==> src/rtl/vp_pkg.sv <==
// Shared defaults for the YCbCr skin detector: chroma skin window and coordinate width,
// plus the inclusive range test used by the classifier.
package vp_pkg;

    localparam logic [7:0] CB_MIN_DEF = 8'd77;
    localparam logic [7:0] CB_MAX_DEF = 8'd127;
    localparam logic [7:0] CR_MIN_DEF = 8'd133;
    localparam logic [7:0] CR_MAX_DEF = 8'd173;
    localparam int         CW_DEF     = 11;

    localparam logic [23:0] PIX_WHITE = 24'hFFFFFF;
    localparam logic [23:0] PIX_BLACK = 24'h000000;

    function automatic logic in_range(input logic [7:0] v, input logic [7:0] lo, input logic [7:0] hi);
        return (v >= lo) && (v <= hi);
    endfunction

endpackage

==> src/rtl/vp_pos_cnt.sv <==
// Pixel coordinate tracker: saturating x/y counters driven by the data-enable and vsync
// edges of the input stream; x is the column of the pixel currently on the input.
module vp_pos_cnt
    import vp_pkg::*;
#(
    parameter int CW = CW_DEF
) (
    input  logic          clk,
    input  logic          rst_n,
    input  logic          pre_vs,
    input  logic          pre_de,
    output logic [CW-1:0] x,
    output logic [CW-1:0] y,
    output logic          de_fall,
    output logic          vs_rise
);

    localparam logic [CW-1:0] CNT_MAX = {CW{1'b1}};

    logic          r_de_d;
    logic          r_vs_d;
    logic [CW-1:0] r_x;
    logic [CW-1:0] r_y;

    assign de_fall = r_de_d & ~pre_de;
    assign vs_rise = pre_vs & ~r_vs_d;
    assign x       = r_x;
    assign y       = r_y;

    // Edge history and saturating coordinate counters.
    always_ff @(posedge clk or negedge rst_n) begin
        if (!rst_n) begin
            r_de_d <= 1'b0;
            r_vs_d <= 1'b0;
            r_x    <= {CW{1'b0}};
            r_y    <= {CW{1'b0}};
        end else begin
            r_de_d <= pre_de;
            r_vs_d <= pre_vs;
            if (de_fall) begin
                r_x <= {CW{1'b0}};
            end else if (pre_de && (r_x != CNT_MAX)) begin
                r_x <= r_x + {{(CW-1){1'b0}}, 1'b1};
            end else begin
                r_x <= r_x;
            end
            if (vs_rise) begin
                r_y <= {CW{1'b0}};
            end else if (de_fall && (r_y != CNT_MAX)) begin
                r_y <= r_y + {{(CW-1){1'b0}}, 1'b1};
            end else begin
                r_y <= r_y;
            end
        end
    end

endmodule

==> src/rtl/ycbcr_skin_box.sv <==
// YCbCr skin binarizer with per-frame bounding box and pixel count; two-cycle pixel
// pipeline, statistics published on each vsync rising edge.
module ycbcr_skin_box
    import vp_pkg::*;
#(
    parameter logic [7:0] CB_MIN = CB_MIN_DEF,
    parameter logic [7:0] CB_MAX = CB_MAX_DEF,
    parameter logic [7:0] CR_MIN = CR_MIN_DEF,
    parameter logic [7:0] CR_MAX = CR_MAX_DEF,
    parameter int         CW     = CW_DEF
) (
    input  logic            clk,
    input  logic            rst_n,
    input  logic            EN,
    input  logic            pre_vs,
    input  logic            pre_de,
    input  logic [7:0]      pre_y,
    input  logic [7:0]      pre_cb,
    input  logic [7:0]      pre_cr,
    output logic            post_vs,
    output logic            post_de,
    output logic [23:0]     post_data,
    output logic [CW-1:0]   box_xmin,
    output logic [CW-1:0]   box_xmax,
    output logic [CW-1:0]   box_ymin,
    output logic [CW-1:0]   box_ymax,
    output logic [2*CW-1:0] box_cnt,
    output logic            box_valid,
    output logic            box_hit
);

    logic [CW-1:0]   w_x;
    logic [CW-1:0]   w_y;
    logic            w_de_fall;
    logic            w_vs_rise;
    logic            w_skin;

    logic            r_vs1;
    logic            r_de1;
    logic            r_skin1;
    logic            r_vs2;
    logic            r_de2;
    logic [23:0]     r_data2;

    logic            r_armed;
    logic [CW-1:0]   r_xmin;
    logic [CW-1:0]   r_xmax;
    logic [CW-1:0]   r_ymin;
    logic [CW-1:0]   r_ymax;
    logic [2*CW-1:0] r_cnt;

    logic [CW-1:0]   r_box_xmin;
    logic [CW-1:0]   r_box_xmax;
    logic [CW-1:0]   r_box_ymin;
    logic [CW-1:0]   r_box_ymax;
    logic [2*CW-1:0] r_box_cnt;
    logic            r_box_valid;
    logic            r_box_hit;

    vp_pos_cnt #(.CW(CW)) u_pos (
        .clk     (clk),
        .rst_n   (rst_n),
        .pre_vs  (pre_vs),
        .pre_de  (pre_de),
        .x       (w_x),
        .y       (w_y),
        .de_fall (w_de_fall),
        .vs_rise (w_vs_rise)
    );

    assign w_skin = pre_de && in_range(pre_cb, CB_MIN, CB_MAX) && in_range(pre_cr, CR_MIN, CR_MAX);

    // Two-stage classify/binarize pipeline; data is blanked while vsync is high.
    always_ff @(posedge clk or negedge rst_n) begin
        if (!rst_n) begin
            r_vs1   <= 1'b0;
            r_de1   <= 1'b0;
            r_skin1 <= 1'b0;
            r_vs2   <= 1'b0;
            r_de2   <= 1'b0;
            r_data2 <= PIX_BLACK;
        end else begin
            r_vs1   <= pre_vs;
            r_de1   <= pre_de;
            r_skin1 <= w_skin & ~pre_vs;
            r_vs2   <= r_vs1;
            r_de2   <= r_de1;
            r_data2 <= (r_skin1 && !pre_vs) ? PIX_WHITE : PIX_BLACK;
        end
    end

    // Running frame statistics and publication on vsync rise; a frame counts only once
    // armed by a vsync rise seen with EN high, so partial frames never publish.
    always_ff @(posedge clk or negedge rst_n) begin
        if (!rst_n) begin
            r_armed     <= 1'b0;
            r_xmin      <= {CW{1'b1}};
            r_xmax      <= {CW{1'b0}};
            r_ymin      <= {CW{1'b1}};
            r_ymax      <= {CW{1'b0}};
            r_cnt       <= {(2*CW){1'b0}};
            r_box_xmin  <= {CW{1'b0}};
            r_box_xmax  <= {CW{1'b0}};
            r_box_ymin  <= {CW{1'b0}};
            r_box_ymax  <= {CW{1'b0}};
            r_box_cnt   <= {(2*CW){1'b0}};
            r_box_valid <= 1'b0;
            r_box_hit   <= 1'b0;
        end else if (!EN) begin
            r_armed     <= 1'b0;
            r_box_valid <= 1'b0;
        end else if (w_vs_rise) begin
            if (r_armed) begin
                r_box_valid <= 1'b1;
                r_box_hit   <= (r_cnt != {(2*CW){1'b0}});
                r_box_cnt   <= r_cnt;
                if (r_cnt != {(2*CW){1'b0}}) begin
                    r_box_xmin <= r_xmin;
                    r_box_xmax <= r_xmax;
                    r_box_ymin <= r_ymin;
                    r_box_ymax <= r_ymax;
                end else begin
                    r_box_xmin <= r_box_xmin;
                    r_box_xmax <= r_box_xmax;
                    r_box_ymin <= r_box_ymin;
                    r_box_ymax <= r_box_ymax;
                end
            end else begin
                r_box_valid <= 1'b0;
            end
            r_armed <= 1'b1;
            r_xmin  <= {CW{1'b1}};
            r_xmax  <= {CW{1'b0}};
            r_ymin  <= {CW{1'b1}};
            r_ymax  <= {CW{1'b0}};
            r_cnt   <= {(2*CW){1'b0}};
        end else begin
            r_box_valid <= 1'b0;
            if (r_armed && w_skin && !pre_vs) begin
                r_xmin <= (w_x < r_xmin) ? w_x : r_xmin;
                r_xmax <= (w_x > r_xmax) ? w_x : r_xmax;
                r_ymin <= (w_y < r_ymin) ? w_y : r_ymin;
                r_ymax <= (w_y > r_ymax) ? w_y : r_ymax;
                r_cnt  <= r_cnt + {{(2*CW-1){1'b0}}, 1'b1};
            end else begin
                r_cnt  <= r_cnt;
            end
        end
    end

    assign post_vs   = EN ? r_vs2   : pre_vs;
    assign post_de   = EN ? r_de2   : pre_de;
    assign post_data = EN ? r_data2 : {pre_y, pre_cb, pre_cr};
    assign box_xmin  = r_box_xmin;
    assign box_xmax  = r_box_xmax;
    assign box_ymin  = r_box_ymin;
    assign box_ymax  = r_box_ymax;
    assign box_cnt   = r_box_cnt;
    assign box_hit   = r_box_hit;
    assign box_valid = r_box_valid & EN;

endmodule

==> config.mk <==
export PLATFORM = sky130hd
export DESIGN_NAME = ycbcr_skin_box
export DESIGN_NICKNAME = d
export VERILOG_FILES = /design/src/rtl/vp_pkg.sv /design/src/rtl/vp_pos_cnt.sv /design/src/rtl/ycbcr_skin_box.sv
export SDC_FILE = /design/constraint.sdc
export NUM_CORES = 1
export LEC_CHECK = 0
export CAP_MARGIN = 20
export CORE_MARGIN = 2
export CORE_UTILIZATION = 40
export CTS_BUF_LIST = sky130_fd_sc_hd__clkbuf_8
export CTS_CLUSTER_DIAMETER = 30
export DETAILED_ROUTE_END_ITERATION = 10
export PLACE_DENSITY_LB_ADDON = 0.08
export SLEW_MARGIN = 20
export SYNTH_ARGS = -nofsm -noshare
export SYNTH_HDL_FRONTEND = slang
export SYNTH_SLANG_ARGS = --single-unit
==> constraint.sdc <==
create_clock -name clk -period 2.25 [get_ports clk]
set_input_delay 0.3375 -clock clk [delete_from_list [all_inputs] [get_ports clk]]
set_output_delay 0.3375 -clock clk [all_outputs]
set_load 0.02 [all_outputs]
==> results.sh <==
export IMPL_outcome="completed"
export IMPL_syn_num_nets=923
export IMPL_slew_violations=0
export IMPL_min_period_ps=2180
export IMPL_startpoint="r_xmin[4]$_DFFE_PN1P_"
export IMPL_gp_congestion=0.795
export IMPL_die_h_um=148
export IMPL_async_flop_share_pct=100
export IMPL_grt_start_max_net_pins=51
export IMPL_worst_path_max_fanout=8
export IMPL_worstPathRequired_ps=2650
export IMPL_rsz0062_at_grt="yes"
export IMPL_antenna_left=0
export IMPL_crit_end="r_xmin[7]$_DFFE_PN1P_"
export IMPL_finalHoldViolations=0
export IMPL_numCtsBuffers=17
export IMPL_grt_overflow=0
export IMPL_drt_iter0_markers=309
export IMPL_antenna_cells=0
export IMPL_track_usage_pct=19.6
export IMPL_grt_pass1_wl_mm=34.2
export IMPL_critPathArrivalTime_ps=2570
export IMPL_via_per_inst=5.01
export IMPL_routed_via_count=6563
export IMPL_skew_ps=15.8
export IMPL_drive_above_1_share_pct=18.4
export IMPL_wl_mm=20.6
export IMPL_hold_ws_ps=368
export IMPL_antenna_found_initial=0
export IMPL_drt_pre_antenna_iters=4
export IMPL_fp_coreArea_sq_um=20300
export IMPL_avgRoutedWirePerCell_um=15.7
export IMPL_ff2ff_path_depth=8
export IMPL_ys_ff_latch=163
export IMPL_critPathCaptureType="flop"
export IMPL_finalPower_w=0.00674
export IMPL_synth_edf_count=0
export IMPL_max_slew_margin_pct=52.2
export IMPL_syn_area_sq_um=8310
export IMPL_yosys_warnings=0
export IMPL_areaGrowthSynthToFinish_pct=31.0
export IMPL_yosysUniqueCellTypes=53
export IMPL_htree_levels=4
export IMPL_avgSynthCellArea_sq_um=9.80
export IMPL_rr_endpoint="r_xmin[7]$_DFFE_PN1P_"
export IMPL_crit_path_start_kind="flop"
export IMPL_num_rows=52
export IMPL_place_area_sq_um=10400
export IMPL_drcViolationCount=0
export IMPL_start_util_pct=40.9
export IMPL_worst_pin_slew_ps=708
export IMPL_grt_pass1_vias=6463
export IMPL_synthTopCellsByArea="dfrtp_1 (42%), dfstp_2 (7.0%), ha_1 (6.9%), nand2_1 (5.5%), o21ai_0 (5.2%)"
export IMPL_hpwlAfterDp_mm=15.1
export IMPL_power_density_nw_per_um2=620
export IMPL_setup_violations=0
export IMPL_r2r_start="r_xmin[4]$_DFFE_PN1P_"
export IMPL_nets=1103
export IMPL_cts_tree="done"
export IMPL_die_x_um=148
export IMPL_rrSetupSlack_ps=70
export IMPL_portBuffers=122
export IMPL_ios=123
export IMPL_clkSlewWorstSetupHoldPaths_ps=90
export IMPL_netlist_instances=848
export IMPL_clkSinkCount=163
export IMPL_worst_setup_path_type="flop to flop"
export IMPL_fin_crit_sh_pct=96.7
export IMPL_max_freq_mhz=460
export IMPL_synth_top_cell_by_area="dfrtp_1"
export IMPL_yosysTopAreaCellShare_pct=42.5
export IMPL_synthFlopType="dfrtp_1"
export IMPL_yosysSeqAreaShare_pct=49.4
export IMPL_max_cap_violations=0
export IMPL_min_path_type="primary input to asynchronous set/reset pin"
export IMPL_fp_dieArea_sq_um=21900
export IMPL_clk_latency_ps=470
export IMPL_p_leak_nw=5.03
export IMPL_clockBufferDepth=2
export IMPL_stdcell_area_sq_um=10900
export IMPL_root_buffer="clkbuf_8"
export IMPL_peakVddDrop_mv=0.426
## stage by stage
step / utilization [%] / std cells / TNS (ps) / setup slack (ps)
after floorplan: - / 848 / 0 / 39.0
after global placement: 51.1 / 1277 / -18240 / -357
after detailed placement: 51.1 / 1277 / -19680 / -379
after CTS: 53.3 / 1310 / 0 / 2.91
after global routing: 53.6 / 1311 / -330 / -86.3
final: 53.6 / 1311 / 0 / 74.0
## kinds of logic (layout without fill, tap and decap cells)
| group | Yosys count | after routing | synth area share, % |
|---|---|---|---|
| buffers and inverters | 117 | 310 | 5.51 |
| AOI/OAI and AO/OA | 163 | 163 | 11.9 |
| and+or+nand+nor | 274 | 274 | 15.5 |
| DFF | 163 | 163 | 49.4 |
| muxes | 71 | 71 | 9.29 |
| xor gates and xnor gates | 14 | 14 | 1.48 |
| adders and majority gates | 46 | 46 | 6.93 |
## sequential cells by signal (all words and copies together), names as in the netlist, 11 cells and up
signal / flops
box_cnt: 22
box_xmax: 11
box_xmin: 11
box_ymax: 11
box_ymin: 11
r_cnt: 22
r_xmax: 11
r_xmin: 11
r_ymax: 11
r_ymin: 11
u_pos.x: 11
u_pos.y: 11
## critical path, stage by stage (launching register included)
cell       delay, ps
dfstp_2          550
inv_2             50
ha_4             210
a21o_1           190
a211oi_2         160
o21ai_1          120
a2111oi_2        350
buf_4            260
mux2i_1          200
## timing repair
action / CTS / global route
cloned: 0 / 0
resized for setup: 16 / 10
hold endpoints to repair: 40 / 0
hold buffers: 1 / 0
setup endpoints to repair: 46 / 28
pin swaps: 8 / 11
setup buffers: 0 / 2
## cells in the mapped netlist (10+ instances only)
cell type  count
inv_1         79
nand3_1       23
ha_1          46
xnor2_1       10
clkbuf_1      27
o21ai_0       87
nand2_1      121
a21o_1        10
nor2_1        51
mux2i_1       40
nand4_1       18
dfrtp_1      141
dfstp_2       22
nor3_1        11
a21oi_1       26
mux2_2        25
## cells in the final DEF (no fill, tap or decap), types with 18 or more instances in the layout
cell,n
mux2_2,25
o21ai_0,84
inv_1,77
buf_4,67
dfrtp_1,139
nor2_1,51
ha_1,38
mux2i_1,40
nand2_1,121
a21oi_1,25
nand3_1,23
clkdlybuf4s50_1,119
dfstp_2,22
nand4_1,18
## area by class of cell
cell class / instances / area, sq um
well taps: 270 / 338
multi-input cells: 568 / 3890
fillers: 1923 / 9410
clock buffers: 17 / 234
flip-flops and latches: 163 / 4110
repair buffers: 198 / 1880
inverters: 80 / 300
clock inverters: 15 / 135
## routing by layer
metal	part of all wire [%]	GRT usage, %	routed length, um	vias to the layer above
li1	-	-	-	3283
met3	5.3	5.46	1090	14
met1	50	28.0	10200	3131
met2	44	29.7	9070	135
met5	0	0	0	-
met4	0.92	4.38	190	0
## how the worst min path moves through the flow
| stage | to | slack, ps | cells after the start |
|---|---|---|---|
| after global routing | box_xmax[1]$_DFFE_PN0P_ | 370 | 2 |
| after global placement | box_xmax[6]$_DFFE_PN0P_ | 310 | 1 |
| after CTS | box_xmax[6]$_DFFE_PN0P_ | 370 | 2 |
| final | box_xmax[2]$_DFFE_PN0P_ | 370 | 2 |
| after floorplan | box_cnt[0]$_DFFE_PN0P_ | 40 | 0 |
| after detailed placement | box_xmax[6]$_DFFE_PN0P_ | 310 | 1 |
## power breakdown
| part | total (W) | internal [W] | switching (W) |
|---|---|---|---|
| Sequential | 0.00329 | 0.00315 | 0.000137 |
| Clock | 0.00205 | 0.000883 | 0.00117 |
| Combinational | 0.00141 | 0.000657 | 0.000753 |
No activity file was read; power rests on OpenSTA's default activity.
